## src/rtl/user_io_pkg.sv

```systemverilog
// user_io_pkg: mode encoding and synchroniser depth limits shared by the user IO bridge.
package user_io_pkg;
  typedef enum logic [1:0] {PASS = 2'b00, SYNC = 2'b01, REG = 2'b10, LOOP = 2'b11} io_mode_t;
  localparam int SYNC_STAGES_MIN = 2;
  localparam int SYNC_STAGES_MAX = 4;
  function automatic int clamp_stages(input int n);
    return n < SYNC_STAGES_MIN ? SYNC_STAGES_MIN : n > SYNC_STAGES_MAX ? SYNC_STAGES_MAX : n;
  endfunction
endpackage

```

## src/rtl/user_io_sync.sv

```systemverilog
// user_io_sync: single-channel synchroniser for an asynchronous pin, plus a stability
// debouncer when USER_IO_DEBOUNCE_EN is defined.
module user_io_sync
  import user_io_pkg::*;
#(
  parameter int SYNC_STAGES = 2,
  parameter int DEB_CNT_W   = 4
) (
  input  logic clk,
  input  logic rst_n,
  input  logic din,
  output logic filt
);
  localparam int STAGES = clamp_stages(SYNC_STAGES);
  logic [STAGES-1:0] sync_q;
  always_ff @(posedge clk or negedge rst_n)
    if (!rst_n) sync_q <= '0;
    else sync_q <= {sync_q[STAGES-2:0], din};
`ifdef USER_IO_DEBOUNCE_EN
  logic [DEB_CNT_W-1:0] cnt;
  logic deb;
  // the counter only runs while the synced value disagrees with the accepted one
  always_ff @(posedge clk or negedge rst_n)
    if (!rst_n) begin
      cnt <= '0;
      deb <= 1'b0;
    end else if (sync_q[STAGES-1] == deb) begin
      cnt <= '0;
    end else if (&cnt) begin
      deb <= sync_q[STAGES-1];
      cnt <= '0;
    end else begin
      cnt <= cnt + 1'b1;
    end
  assign filt = deb;
`else
  assign filt = sync_q[STAGES-1];
`endif
endmodule

```

## src/rtl/user_io_bridge.sv

```systemverilog
// user_io_bridge: per-channel mode-selectable bridge between user pins and fabric ports
// with sticky rising-edge flags; USER_IO_DEBOUNCE_EN adds a debouncer on every input.
module user_io_bridge
  import user_io_pkg::*;
#(
  parameter int NUM_CH      = 20,
  parameter int SYNC_STAGES = 2,
  parameter int DEB_CNT_W   = 4
) (
  input  logic                  UserCLK,
  input  logic                  resetn,
  input  logic [NUM_CH-1:0]     UIN,
  output logic [NUM_CH-1:0]     UOUT,
  input  logic [NUM_CH-1:0]     FIN,
  output logic [NUM_CH-1:0]     FOUT,
  input  logic [2*NUM_CH-1:0]   cfg_mode,
  output logic [NUM_CH-1:0]     edge_flag,
  input  logic [NUM_CH-1:0]     edge_clr
);
  logic [NUM_CH-1:0] filt, prev, fin_q;
  genvar i;
  generate
    for (i = 0; i < NUM_CH; i++) begin : g_ch
      io_mode_t mode;
      assign mode = io_mode_t'(cfg_mode[2*i +: 2]);
      user_io_sync #(.SYNC_STAGES(SYNC_STAGES), .DEB_CNT_W(DEB_CNT_W)) u_sync (
        .clk  (UserCLK),
        .rst_n(resetn),
        .din  (UIN[i]),
        .filt (filt[i])
      );
      // fin_q serves both REG (toward pins) and LOOP (back to fabric)
      assign UOUT[i] = mode == LOOP ? 1'b0 : mode == REG ? fin_q[i] : FIN[i];
      assign FOUT[i] = mode == PASS ? UIN[i] : mode == LOOP ? fin_q[i] : filt[i];
    end
  endgenerate
  // set beats clear so a rise coinciding with a clear is never lost
  always_ff @(posedge UserCLK or negedge resetn)
    if (!resetn) begin
      prev      <= '0;
      fin_q     <= '0;
      edge_flag <= '0;
    end else begin
      prev      <= filt;
      fin_q     <= FIN;
      edge_flag <= (filt & ~prev) | (edge_flag & ~edge_clr);
    end
endmodule

```

## config.mk

```make
export PLATFORM = sky130hd
export DESIGN_NAME = user_io_bridge
export DESIGN_NICKNAME = d
export VERILOG_FILES = /design/src/rtl/user_io_pkg.sv /design/src/rtl/user_io_sync.sv /design/src/rtl/user_io_bridge.sv
export SDC_FILE = /design/constraint.sdc
export NUM_CORES = 1
export LEC_CHECK = 0
export ABC_AREA = 1
export BUFFER_PORTS_ARGS = -buffer_cell sky130_fd_sc_hd__buf_2
export CORE_ASPECT_RATIO = 0.7
export CORE_MARGIN = 8
export CORE_UTILIZATION = 53
export CTS_BUF_LIST = sky130_fd_sc_hd__clkbuf_8
export CTS_CLUSTER_SIZE = 24
export DETAILED_ROUTE_END_ITERATION = 10
export GPL_TIMING_DRIVEN = 0
export HOLD_SLACK_MARGIN = 0.12
export PLACE_DENSITY_LB_ADDON = 0.12
export SLEW_MARGIN = 20
export SYNTH_ARGS = -nofsm -noshare
export SYNTH_HDL_FRONTEND = slang
export SYNTH_SLANG_ARGS = --single-unit
```

## constraint.sdc

```tcl
create_clock -name UserCLK -period 1.1 [get_ports UserCLK]
set_input_delay 0.11 -clock UserCLK [delete_from_list [all_inputs] [get_ports UserCLK]]
set_output_delay 0.11 -clock UserCLK [all_outputs]
set_load 0.01 [all_outputs]
```

# Yosys cells after proc, flatten, opt, wreduce, memory -nomap -nowiden
# Index checks and enable logic that the tools add are counted.
# totals
ff_bits,100
word_cells,168
out_inout_bits,60
mem_bits_rw,0
mem_bits_ro,0
input_bits,102
mem_count,0
latch_bits,0
# classes
n_lt_le_gt_ge,0
shifts,0
n_eq_ne,40
reduce_logical,20
bitwise_logic,5
n_mux,80
multipliers,0
div,0
addsub,0
# ops
operator,n
"== test 2 bit, second input constant",40
2-to-1 mux 1 bit,80
bitwise AND 20 bit,2
logical NOT 2 bit,20
inverter 20 bit,2
OR 20 bit,1

# Longest topological paths before layout
# depth
depth_word,3
mapped_depth,4
mapped_depth_nobuf,4

# Hierarchy
# Synthesis repeated with hierarchy kept, for this count alone.
# hier_totals
hier_cells,420
area_unflattened_um2,3853.7
# modules_own_cells
module,area_per_inst_um2,cells_per_inst,seq_area_each_um2,n_inst
user_io_bridge,2852.7,380,1501.4,1
user_io_sync,50.0,2,50.0,20

# Worst setup path before layout
# Ideal clock, no wire load.
# synth_path
path_kind,register to output
start,register g_ch[18].u_sync.sync_q[1]
end,output port FOUT[18]
t_required_ns,0.990
path_buffers,0
path_stages_with_launch,5
path_slack_ns,0.386
t_arrival_ns,0.604
path_cell_list,dfrtp_1 > inv_1 > nand2_1 > nand3_1 > nand2_1
# synth_between
elab_chain_len,2
# synth_lines
element,line_no,text
"start, declared",user_io_sync.sv:15,logic [STAGES-1:0] sync_q;
"start signal, assigned",user_io_sync.sv:18,"else sync_q <= {sync_q[STAGES-2:0], din};"
2-to-1 mux 1 bit (2 in series),user_io_bridge.sv:34,assign FOUT[i] = mode == PASS ? UIN[i] : mode == LOOP ? fin_q[i] : filt[i];
"end, declared",user_io_bridge.sv:15,"output logic [NUM_CH-1:0] FOUT,"
# Every way passes these cells.

# Worst setup path in the final report
# layout_path
start,register fin_q[19]
end,output port FOUT[19]
# layout_between
elab_chain_len,2
# layout_lines
element,line_no,text
"start, declared",user_io_bridge.sv:20,"logic [NUM_CH-1:0] filt, prev, fin_q;"
"start signal, assigned",user_io_bridge.sv:41,fin_q <= '0;
"start signal, assigned",user_io_bridge.sv:45,fin_q <= FIN;
2-to-1 mux 1 bit (2 in series),user_io_bridge.sv:34,
# Every way passes these cells.

==> results <==
- The run finished, with violations left.
- The final reports fail on setup timing.
- The final HPWL from detailed placement is 7.16 mm.
- Subtracting the final worst setup slack from the clock period gives 1.26 ns.
- After layout, the design draws a total of 7.82 mW.
- The number of inserted filler cells in the final layout is 421.
- The leakage dissipation is 3.42 nW.
- The post-synthesis instance area is 0.00385 mm^2.
- Port buffering added 161 buffers.
- Once placement finished, the instance area stood at 0.00482 mm^2.
- The hold slack is 0.140 ns.
- The synthesized netlist devotes 3.38% of its cell area to compound gates.
- The kind of capture point of the worst setup path is a primary output.
- The worst-case setup margin in the final layout is -0.165 ns.
- The overall track demand over capacity in global routing is 21.2%.
- Derived from the worst setup path, the maximum achievable clock frequency is 0.791 GHz.
- Across the VDD grid, the largest voltage drop is 0.967 mV.
- The die area is 0.0103 mm^2.
- The transition time of the tightest slew-check pin is 0.407 ns.
- The count of final setup violators is 33.
- The finished cells cover 0.00606 mm^2.
- For this design the ratio of total power to cell area is 1290 mW/mm^2.
- OpenSTA, run right after detailed placement, puts the worst setup slack at 0.214 ns.
- The via count of the first global-routing pass was 4036.
- Cells with a size suffix above 1 make up 38.5% of the layout.
- Using the TritonRoute via totals, the vias-per-cell ratio works out to 4.82.
- After the first detailed-routing iteration, the DRC count stood at 206.
- The final count of pins violating max slew is 0.
- The floorplan row count is 26.
- The synthesized netlist devotes 0% of its cell area to adder and majority cells.
- On the final layout, the worst clock skew is 0.0100 ns.
- The path class of the tightest hold or removal check is input pin to async pin.
- The xor and xnor fraction of the mapped netlist area is 0%.
- The clock latency at the later pin of the worst-skew pair is 0.35 ns.
- The H-tree depth is 3.
- Of all nets on the critical path, the largest fanout is 2.
- The synthesized netlist contains 7 unique library cells.
- The net count reported at finish is 784.
- The signed area change from the synthesized netlist to the final layout is 57.3%.
- Setup repair after global routing could not meet its margin everywhere.
- The total global routing overflow is 0.
- The congestion estimate from routability-driven global placement came to 0.826.
- For this run, design rule violations remaining after detail routing come to 0.
- The via count of the routed design is 3784.
- The mux cell area share after synthesis is 0%.
- The wire length of the first global-routing pass is 17.7 mm.
- The data arrival time at the worst-slack endpoint is 1.15 ns.
- The die extent in y is 87.3 um.
- The CTS tree is done.
- Max-cap violations in this run came to 0.
- The largest net degree at the start of global routing is 85.
- Of the total synthesized cell area, the portion taken by AND, OR, NAND and NOR gates is 21.9%.
- The detail-routed net length per standard cell is 14.4 um.
- Clock-pin slew was measured on the worst setup and hold paths at 0.09 ns.
- The CTS sink count is 100.
- 162 I/O pins were placed.
- The data required time of the worst path is 0.99 ns.
- The share of the Yosys chip area taken by registers is 64.9%.
- The TritonCTS buffer count is 9.
- Once detail routing completed, the nets flagged for antenna violations numbered 0.
- The worst setup path is of the register to primary output kind.
- Synthesis inferred 100 register bits.
- Measured along the x axis, the die boundary spans 118 um.
- By area, the combinational part of the netlist is dominated by simple AND/OR/NAND/NOR gates.
- Once the floorplan was initialized, standard cells occupied 53.8% of the core.
- The worst setup path is launched from a register.
- The worst register-to-register path has a depth of 5.
- The number of search-and-repair iterations in the first detailed-routing pass is 5.
- The number of instances in the synthesized netlist is 420.
- The initial antenna violation count came to 1.
- The core area is 0.00716 mm^2.
- Each instance of the synthesized netlist takes up on average 9.18 um^2.
- The count of warnings emitted by yosys is 0.
- The post-synthesis net count is 522.
- The routed design has 11.3 mm of wire.
- The final count of hold timing violations came to 0.
- The final core area utilization is 84.7%.
- After layout, the worst path uses 115% of the clock period.
- The longest clock path from root to sink contains 2 buffers.
- The tightest slew margin relative to the limit is 72.9%.
- The tree is rooted in a clkbuf_8.
area by class of cell:
cell class / instances / area [um^2] / share of cell area (%)
Tap cell: 98 / 123 / 2.02
Sequential cell: 100 / 2500 / 41.3
Clock buffer: 9 / 124 / 2.04
Antenna cell: 1 / 2.50 / 0.0413
Timing Repair Buffer: 251 / 1700 / 28.0
Inverter: 100 / 375 / 6.19
Multi-Input combinational cell: 220 / 1150 / 19.1
Clock inverter: 6 / 82.6 / 1.36
state kept, by name, summed over array words and instances (netlist names):
register,cells
g_ch.u_sync.sync_q,40
edge_flag,20
fin_q,20
prev,20
cell families after synthesis:
group,after synthesis
DFF,100
buffers and inverters,100
AOI/OAI and AO/OA,21
and+or+nand+nor,199
where the power goes:
part | internal [mW] | switching, mW
combinational | 0.678 | 0.727
sequential | 3.89 | 0.103
clock | 1.25 | 1.17
total | 5.82 | 2.01
critical path, stage by stage (launching register included):
cell and delay [ns]:
dfrtp_1 0.40, inv_1 0.07, nand3_2 0.06, nand3_2 0.07, nand2_1 0.06, buf_2 0.14
routing by layer:
| metal | share of wire (%) | up-vias | global-route usage [%] |
|---|---|---|---|
| met1 | 37 | 1769 | 22.3 |
| met4 | 2.8 | 0 | 7.06 |
| met3 | 7.3 | 31 | 7.90 |
| met5 | 0 | - | 0 |
| li1 | - | 1821 | - |
| met2 | 53 | 163 | 38.8 |
worst paths after layout:
kind                                                startpoint                                   to  slack, ns
max in group asynchronous                               resetn  g_ch[15].u_sync.sync_q[1]$_DFF_PN0_       0.31
setup reg to reg           g_ch[10].u_sync.sync_q[1]$_DFF_PN0_              edge_flag[10]$_DFF_PN0_       0.09
hold / removal                                          resetn                  fin_q[12]$_DFF_PN0_       0.14
hold reg to reg             g_ch[2].u_sync.sync_q[0]$_DFF_PN0_   g_ch[2].u_sync.sync_q[1]$_DFF_PN0_       0.34
setup / recovery                           fin_q[19]$_DFF_PN0_                             FOUT[19]      -0.16
min in group UserCLK        g_ch[2].u_sync.sync_q[0]$_DFF_PN0_   g_ch[2].u_sync.sync_q[1]$_DFF_PN0_       0.34
cell usage after synthesis:
cell type	number	share of area [%]
a21oi_1	1	0.13
dfrtp_1	100	65
inv_1	100	9.7
nand2_1	119	12
nand3_1	79	10
nor2_1	1	0.097
o22ai_1	20	3.2
cell usage in the layout (no fill, tap or decap), types with 5 or more instances in the layout:
cell type / count
dfrtp_1: 100
inv_1: 79
nand2_2: 5
nand3_2: 30
inv_2: 23
o22ai_1: 18
dlygate4sd3_1: 61
nand2_1: 114
buf_6: 8
buf_2: 156
nand3_1: 49
buf_4: 25
clkbuf_8: 9
timing repair:
| item | CTS | global route |
|---|---|---|
| setup endpoints to repair | 40 | 42 |
| endpoints found under the hold margin | 160 | 0 |
| pin swaps | 41 | 29 |
| setup buffers | 24 | 10 |
| hold buffers | 61 | 0 |
| gates resized for setup | 17 | 51 |
metrics by stage:
stage / cells / setup TNS [ns]
finish: 785 / -3.24
detailed placement: 680 / 0
global placement: 679 / -102.81
floorplan: 420 / 0
global route: 785 / -5.99
CTS: 780 / -3.37
Note: power is estimated with default switching activity, not from simulation.
